===== src/rtl/i2c_slave_responder.sv =====
// I2C slave responder: oversampled START/STOP detection, 7-bit address match,
// ACKs every addressed byte, streams written bytes out and read bytes in.
module i2c_slave_responder #(
   parameter logic [6:0] SLAVE_ADDR  = 7'h22,
   parameter int         SYNC_STAGES = 2
) (
   input  logic       clk_i,
   input  logic       rst_i,
   input  logic       scl_i,
   input  logic       sda_i,
   output logic       sda_o,
   output logic [7:0] wr_data_o,
   output logic       wr_valid_o,
   output logic       rd_req_o,
   input  logic [7:0] rd_data_i,
   output logic       start_o,
   output logic       stop_o,
   output logic       busy_o
);

   typedef enum logic [2:0] {
      IDLE, ADDR, ADDR_ACK, WR_BYTE, WR_ACK, RD_BYTE, RD_ACK, WAIT_STOP
   } state_t;

   logic [SYNC_STAGES-1:0] scl_sync_r, sda_sync_r;
   logic scl_hist_r, sda_hist_r;
   logic scl_s, sda_s, scl_rise_s, scl_fall_s, start_cond_s, stop_cond_s;

   state_t     state_r, nx_state_s;
   logic [3:0] bit_cnt_r, nx_bit_cnt_s;
   logic [7:0] shift_r, nx_shift_s;
   logic [7:0] wr_data_r, nx_wr_data_s;
   logic       rw_r, nx_rw_s;
   logic       ack_phase_r, nx_ack_phase_s;
   logic       sda_r, nx_sda_s;
   logic       wr_valid_r, nx_wr_valid_s;
   logic       rd_req_r, nx_rd_req_s;
   logic       start_r, nx_start_s;
   logic       stop_r, nx_stop_s;
   logic       busy_r, nx_busy_s;

   // Input synchronizers plus history flops; reset to the idle (released) bus level.
   always_ff @(posedge clk_i) begin
      if (rst_i) begin
         scl_sync_r <= {SYNC_STAGES{1'b1}};
         sda_sync_r <= {SYNC_STAGES{1'b1}};
         scl_hist_r <= 1'b1;
         sda_hist_r <= 1'b1;
      end else begin
         scl_sync_r <= {scl_sync_r[SYNC_STAGES-2:0], scl_i};
         sda_sync_r <= {sda_sync_r[SYNC_STAGES-2:0], sda_i};
         scl_hist_r <= scl_sync_r[SYNC_STAGES-1];
         sda_hist_r <= sda_sync_r[SYNC_STAGES-1];
      end
   end

   assign scl_s        = scl_sync_r[SYNC_STAGES-1];
   assign sda_s        = sda_sync_r[SYNC_STAGES-1];
   assign scl_rise_s   = scl_s & ~scl_hist_r;
   assign scl_fall_s   = ~scl_s & scl_hist_r;
   assign start_cond_s = scl_s & sda_hist_r & ~sda_s;
   assign stop_cond_s  = scl_s & ~sda_hist_r & sda_s;

   // State and output registers.
   always_ff @(posedge clk_i) begin
      if (rst_i) begin
         state_r     <= IDLE;
         bit_cnt_r   <= 4'd0;
         shift_r     <= 8'h00;
         wr_data_r   <= 8'h00;
         rw_r        <= 1'b0;
         ack_phase_r <= 1'b0;
         sda_r       <= 1'b1;
         wr_valid_r  <= 1'b0;
         rd_req_r    <= 1'b0;
         start_r     <= 1'b0;
         stop_r      <= 1'b0;
         busy_r      <= 1'b0;
      end else begin
         state_r     <= nx_state_s;
         bit_cnt_r   <= nx_bit_cnt_s;
         shift_r     <= nx_shift_s;
         wr_data_r   <= nx_wr_data_s;
         rw_r        <= nx_rw_s;
         ack_phase_r <= nx_ack_phase_s;
         sda_r       <= nx_sda_s;
         wr_valid_r  <= nx_wr_valid_s;
         rd_req_r    <= nx_rd_req_s;
         start_r     <= nx_start_s;
         stop_r      <= nx_stop_s;
         busy_r      <= nx_busy_s;
      end
   end

   // Next-state logic; bus conditions take priority over scl edges.
   always_comb begin
      nx_state_s     = state_r;
      nx_bit_cnt_s   = bit_cnt_r;
      nx_shift_s     = shift_r;
      nx_wr_data_s   = wr_data_r;
      nx_rw_s        = rw_r;
      nx_ack_phase_s = ack_phase_r;
      nx_sda_s       = sda_r;
      nx_wr_valid_s  = 1'b0;
      nx_rd_req_s    = 1'b0;
      nx_start_s     = 1'b0;
      nx_stop_s      = 1'b0;
      nx_busy_s      = busy_r;
      if (stop_cond_s) begin
         nx_state_s     = IDLE;
         nx_bit_cnt_s   = 4'd0;
         nx_ack_phase_s = 1'b0;
         nx_sda_s       = 1'b1;
         nx_stop_s      = 1'b1;
         nx_busy_s      = 1'b0;
      end else if (start_cond_s) begin
         nx_state_s     = ADDR;
         nx_bit_cnt_s   = 4'd0;
         nx_ack_phase_s = 1'b0;
         nx_sda_s       = 1'b1;
         nx_start_s     = 1'b1;
         nx_busy_s      = 1'b1;
      end else begin
         case (state_r)
            IDLE, WAIT_STOP: begin
               nx_sda_s = 1'b1;
            end
            ADDR, WR_BYTE: begin
               if (scl_rise_s) begin
                  nx_shift_s = {shift_r[6:0], sda_s};
                  if (bit_cnt_r == 4'd7) begin
                     nx_bit_cnt_s   = 4'd0;
                     nx_ack_phase_s = 1'b0;
                     if (state_r == WR_BYTE) begin
                        nx_wr_data_s  = {shift_r[6:0], sda_s};
                        nx_wr_valid_s = 1'b1;
                        nx_state_s    = WR_ACK;
                     end else if (shift_r[6:0] == SLAVE_ADDR) begin
                        nx_rw_s     = sda_s;
                        nx_rd_req_s = sda_s;
                        nx_state_s  = ADDR_ACK;
                     end else begin
                        nx_state_s  = WAIT_STOP;
                     end
                  end else begin
                     nx_bit_cnt_s = bit_cnt_r + 4'd1;
                  end
               end else begin
                  nx_shift_s = shift_r;
               end
            end
            // First fall pulls ACK low, the second ends the ACK bit.
            ADDR_ACK, WR_ACK: begin
               if (scl_fall_s) begin
                  if (!ack_phase_r) begin
                     nx_sda_s       = 1'b0;
                     nx_ack_phase_s = 1'b1;
                  end else if ((state_r == WR_ACK) || !rw_r) begin
                     nx_sda_s       = 1'b1;
                     nx_ack_phase_s = 1'b0;
                     nx_bit_cnt_s   = 4'd0;
                     nx_state_s     = WR_BYTE;
                  end else begin
                     nx_shift_s     = rd_data_i;
                     nx_sda_s       = rd_data_i[7];
                     nx_ack_phase_s = 1'b0;
                     nx_bit_cnt_s   = 4'd1;
                     nx_state_s     = RD_BYTE;
                  end
               end else begin
                  nx_sda_s = sda_r;
               end
            end
            RD_BYTE: begin
               if (scl_fall_s) begin
                  if (bit_cnt_r == 4'd8) begin
                     nx_sda_s       = 1'b1;
                     nx_bit_cnt_s   = 4'd0;
                     nx_ack_phase_s = 1'b0;
                     nx_state_s     = RD_ACK;
                  end else begin
                     nx_shift_s   = {shift_r[6:0], 1'b0};
                     nx_sda_s     = shift_r[6];
                     nx_bit_cnt_s = bit_cnt_r + 4'd1;
                  end
               end else begin
                  nx_sda_s = sda_r;
               end
            end
            RD_ACK: begin
               if (scl_rise_s && !ack_phase_r) begin
                  if (!sda_s) begin
                     nx_rd_req_s    = 1'b1;
                     nx_ack_phase_s = 1'b1;
                  end else begin
                     nx_state_s     = WAIT_STOP;
                  end
               end else if (scl_fall_s && ack_phase_r) begin
                  nx_shift_s     = rd_data_i;
                  nx_sda_s       = rd_data_i[7];
                  nx_ack_phase_s = 1'b0;
                  nx_bit_cnt_s   = 4'd1;
                  nx_state_s     = RD_BYTE;
               end else begin
                  nx_sda_s = sda_r;
               end
            end
            default: begin
               nx_state_s = IDLE;
               nx_sda_s   = 1'b1;
            end
         endcase
      end
   end

   assign sda_o      = sda_r;
   assign wr_data_o  = wr_data_r;
   assign wr_valid_o = wr_valid_r;
   assign rd_req_o   = rd_req_r;
   assign start_o    = start_r;
   assign stop_o     = stop_r;
   assign busy_o     = busy_r;

endmodule


===== config.mk =====
export PLATFORM = sky130hd
export DESIGN_NAME = i2c_slave_responder
export DESIGN_NICKNAME = d
export VERILOG_FILES = /design/src/rtl/i2c_slave_responder.sv
export SDC_FILE = /design/constraint.sdc
export NUM_CORES = 1
export LEC_CHECK = 0
export CAP_MARGIN = 30
export CORE_ASPECT_RATIO = 0.7
export CORE_MARGIN = 2
export CORE_UTILIZATION = 43
export CTS_BUF_LIST = sky130_fd_sc_hd__clkbuf_8
export DETAILED_ROUTE_END_ITERATION = 8
export PLACE_DENSITY = 0.65
export SLEW_MARGIN = 0
export SYNTH_ARGS = -nofsm -noshare
export SYNTH_HDL_FRONTEND = slang
export SYNTH_SLANG_ARGS = --single-unit

===== constraint.sdc =====
create_clock -name clk_i -period 2.5 [get_ports clk_i]
set_input_delay 0.625 -clock clk_i [delete_from_list [all_inputs] [get_ports clk_i]]
set_output_delay 0.625 -clock clk_i [all_outputs]
set_load 0.005 [all_outputs]

; Word level (Yosys, flattened, before mapping)
; Index checks and enable logic that the tools add are counted.
[word_totals]
word_cells = 149
inputBits = 12
out_inout_bits = 14
register_bits = 36
[op_classes]
reduce_logical = 23
eq_ne = 31
add_sub_neg = 1
n_bitwise = 16
mux = 61
[op_table]
columns = op, n
row1 = $mux 7, 8
row2 = $mux 3, 12
row3 = $mux 4, 8
row4 = $pmux 7 s4, 1
row5 = $mux 1, 27
row6 = $ne 3x3->1 const B, 9
row7 = $ne 2x2->1 const B, 10
row8 = $reduce_and 9->1, 2
row9 = $pmux 4 s4, 1
row10 = $reduce_and 7->1, 2
row11 = $eq 3x3->1 const B, 4
row12 = $pmux 3 s4, 1
row13 = $reduce_and 11->1, 1
row14 = $not 1->1, 10
row15 = $ne 4x4->1 const B, 2
row16 = $pmux 1 s4, 2
row17 = $reduce_and 8->1, 1
row18 = $reduce_bool 4->1, 2
row19 = $reduce_or 2->1, 4
row20 = $eq 7x6->1 const B, 1
row21 = $and 1x1->1, 6
row22 = $eq 3x2->1 const B, 2
row23 = $reduce_and 6->1, 1
row24 = $reduce_or 6->1, 1
row25 = 12 further kinds, 14

; Logic depth before layout (Yosys ltp)
[depth]
word_depth = 7
depth_mapped = 8
depth_no_buf = 7

; Worst setup path after synthesis
; No wires, ideal clock.
[synth_timing]
path_kind = reg2reg
from = register shift_r[2]
to = register state_r[0]
stages_incl_launch_ff = 6
arrival_time_ns = 1.798
setup_ns = 0.128
synth_period_minus_slack_ns = 1.926
slack_ns = 0.574
path_cell_list = dfxtp_1 -> or4_4 -> or2_4 -> a211o_1 -> a2111oi_2 -> nor3b_1
[synth_between]
elab_chain_cells = 7
[synth_rtl]
columns = item, line
row1 = "start, declared", 31  ; logic [7:0] shift_r, nx_shift_s;
row2 = "start signal, assigned", 82  ; shift_r <= nx_shift_s;
row3 = $eq 7x6->1, 138  ; end else if (shift_r[6:0] == SLAVE_ADDR) begin
row4 = $mux 3, 138
row5 = $mux 3, 134  ; if (state_r == WR_BYTE) begin
row6 = $mux 3, 131  ; if (bit_cnt_r == 4'd7) begin
row7 = $mux 3, 129  ; if (scl_rise_s) begin
row8 = $pmux 3 s4, 124  ; case (state_r)
row9 = $mux 1, 116  ; end else if (start_cond_s) begin
row10 = "end signal, assigned", 80  ; state_r <= nx_state_s;
row11 = "end, declared", 29  ; state_t state_r, nx_state_s;
; Every way passes these cells. The select of a mux whose other input is x is not followed.
; A chain may end at the register's enable or synchronous reset.

; Final worst setup path
[layout_timing]
from = register state_r[2]
to = register shift_r[0]
[layout_between]
elab_chain_cells = 4
elab_cells_between_ends = 20
classes_between = eq/ne (14) / mux (1) / reduce/logical (5)
[layout_rtl]
columns = item, line
row1 = $eq 3x3->1 (tied with other cells), "124, 158"
row2 = $reduce_or 2->1 or $logic_or 1x1->1 (tied branches), "124, 158"
row3 = $ne 2x2->1 (no source line) or $reduce_bool 4->1 (tied branches), n/a
row4 = $reduce_and 11->1 (no source line), n/a
; Parallel ways exist; a longest one is shown, timed or not.

==> flow_summary.ini <==
[layout]
fin_nets = 254
antenna_cells = 0
stdcell_area_um2 = 2270
final_cells = 293
fill_cells = 381
final_core_util = 0.562
area_growth_pct = 22.4
drive_above_1_share = 0.124

[clocking]
root_buffer = clkbuf_8
cts_buffers = 5
clk_pin_slew_ps = 80
clk-insertion-delay-late_ps = 290
h-tree-depth = 2
clockBufferDepth = 2
post-cts-setup-buffers = 0
holdBufCountCts = 0
clock-sinks = 36
tritoncts = built
ctsResizeCount = 0

[placement]
place_ws_ps = 408
dpl.cell_count = 285
place_hpwl_um = 3210
place_congestion = 0.898
portBuffers = 25
post_dp_cell_area_um2 = 2180

[worst_setup_path]
timing.rr.end = shift_r[0]$_SDFFE_PP0P_
required_ps = 2680
path_class = flip-flop to flip-flop
end_kind = flip-flop
rrSetupSlack_ps = 380
worst-path-max-fanout = 23
r2r-start = state_r[2]$_SDFFE_PP0P_
startpoint = state_r[2]$_SDFFE_PP0P_
reg2reg_depth = 6
endpoint = shift_r[0]$_SDFFE_PP0P_
arrival_ps = 2300
cp-start-kind = flip-flop

[floorplan]
die_width_um = 82.5
ios = 26
start_util = 0.459
dieArea_um2 = 4870
row_count = 19
core-area_um2 = 4040
die_h_um = 59.0

[routing]
drt_pass1_iterations = 4
detail_route.wl_per_cell_um = 14.7
post_drt_via_cell_ratio = 5.60
route.detailed.drc = 0
first_iter_violations = 142
route.vias.total = 1642
ant_nets = 0
totalWireLength_um = 4300

[yosys]
synth-edff-count = 0
netlist_area_um2 = 1860
yosysSeqAreaShare = 0.388
ys_ff_latch = 36
synth-async-reset-ratio = 0
syn_avg_cell_area_um2 = 8.72
ys_types = 52
synthCells = 213
synth_ff_type = dfxtp_1
synth_warnings = 0
syn-num-nets = 227

[sta]
hold_viol = 0
fmax_ghz = 0.473
rsz0062_at_grt = false
min_period_over_period = 0.846
slew-limit-headroom = 0.464
whs_ps = 409
finClkSkew_ps = 8.63
final.min_clock_period_ps = 2120
finalSetupTns_ps = 0
worst_slew_pin_slew_ps = 799
fin_ws_ps = 384
finalMaxSlewViolations = 0
setup_viol = 0

[global_route]
grt_pass1_wl_um = 7100
gr-usage-all-layers = 0.194
grt_max_degree = 24
grt_pass1_vias = 1432
grt-ovfl-total = 0
antenna_found_initial = 0

[status]
outcome = finished clean

[pwr]
ir_drop_mv = 0.302
leakage_nw = 0.891
pwr_density_cell_nw_per_um2 = 518
p_total_mw = 1.18

[job]
drv_cap = 0

[worst_hold_path]
hold_path.class = flip-flop to flip-flop
==> Yosys cell counts (5+ instances only) <==
cell type,number,area [um2]
dfxtp_1,36,721
nor2_1,28,105
mux2i_1,17,170
a211oi_1,10,75.1
nor3_1,10,50.1
o21ai_0,9,45.0
clkbuf_1,8,30.0
nand2_1,8,30.0
a21oi_1,7,35.0
nor2b_1,7,43.8
or2_2,7,43.8
inv_1,6,22.5
nand2b_1,5,31.3
nand3_1,5,25.0
nand3b_1,5,37.5
==> cell type report <==
| type | count | area [um2] | area share |
|---|---|---|---|
| Sequential cell | 36 | 721 | 0.317 |
| Timing Repair Buffer | 33 | 310 | 0.137 |
| Clock buffer | 6 | 82.6 | 0.0363 |
| Tap cell | 52 | 65.1 | 0.0286 |
| Clock inverter | 2 | 10.0 | 0.00441 |
| Inverter | 6 | 22.5 | 0.00991 |
| Multi-Input combinational cell | 158 | 1060 | 0.467 |
==> how the worst min path moves through the flow <==
stage	start	to	cells past startpoint
final	sda_sync_r[0]$_SDFF_PP1_	sda_sync_r[1]$_SDFF_PP1_	1
after global routing	sda_sync_r[0]$_SDFF_PP1_	sda_sync_r[1]$_SDFF_PP1_	1
after CTS	scl_sync_r[0]$_SDFF_PP1_	scl_sync_r[1]$_SDFF_PP1_	1
after detailed placement	scl_sync_r[0]$_SDFF_PP1_	scl_sync_r[1]$_SDFF_PP1_	1
after global placement	sda_sync_r[0]$_SDFF_PP1_	sda_sync_r[1]$_SDFF_PP1_	1
after floorplan	scl_sync_r[0]$_SDFF_PP1_	scl_sync_r[1]$_SDFF_PP1_	1
==> cells in the final DEF, fill, tap and decap left out, types with 6 or more instances in the layout <==
cell type	instances
nor3_1	10
a211oi_1	10
nor2b_1	7
buf_4	8
nand2_1	8
or2_2	7
nor2_1	28
inv_1	6
a21oi_1	7
o21ai_0	9
dfxtp_1	36
clkdlybuf4s50_1	25
clkbuf_8	6
mux2i_1	17
==> metal layers <==
layer	global-route usage	vias to the layer above	part of all wire
met3	0.0549	8	0.082
li1	-	824	-
met1	0.316	741	0.54
met4	0.0562	0	0.011
met2	0.240	69	0.37
met5	0	-	0
==> cells by family after synthesis <==
group           count (synthesis)  synth area share
simple gates                   89             0.259
mux                            17            0.0916
fa+ha+maj                       3            0.0189
flops                          36             0.388
buf+inv                        19            0.0404
compound gates                 47             0.192
xor+xnor                        2           0.00944
==> flip-flops by register name (all words and copies together), names as in the netlist <==
name	cells
wr_data_o	8
shift_r	7
bit_cnt_r	4
state_r	3
scl_sync_r	2
sda_sync_r	2
ack_phase_r	1
busy_o	1
rd_req_o	1
rw_r	1
scl_hist_r	1
sda_hist_r	1
sda_o	1
start_o	1
stop_o	1
wr_valid_o	1
==> worst max-delay path, stage by stage, from the launching register on <==
cell and delay [ps]:
dfxtp_1 810, nand2b_1 210, o21ai_0 130, a2111oi_4 360, buf_4 240, mux2i_1 200, nor2_1 50
==> where the power goes <==
part	internal, mW	switching, mW	leakage (nW)	total (mW)
registers	0.584	0.0206	0.292	0.604
logic	0.0692	0.0704	0.548	0.140
clock network	0.220	0.213	0.0510	0.433
Note: power is estimated with default switching activity, not from simulation.
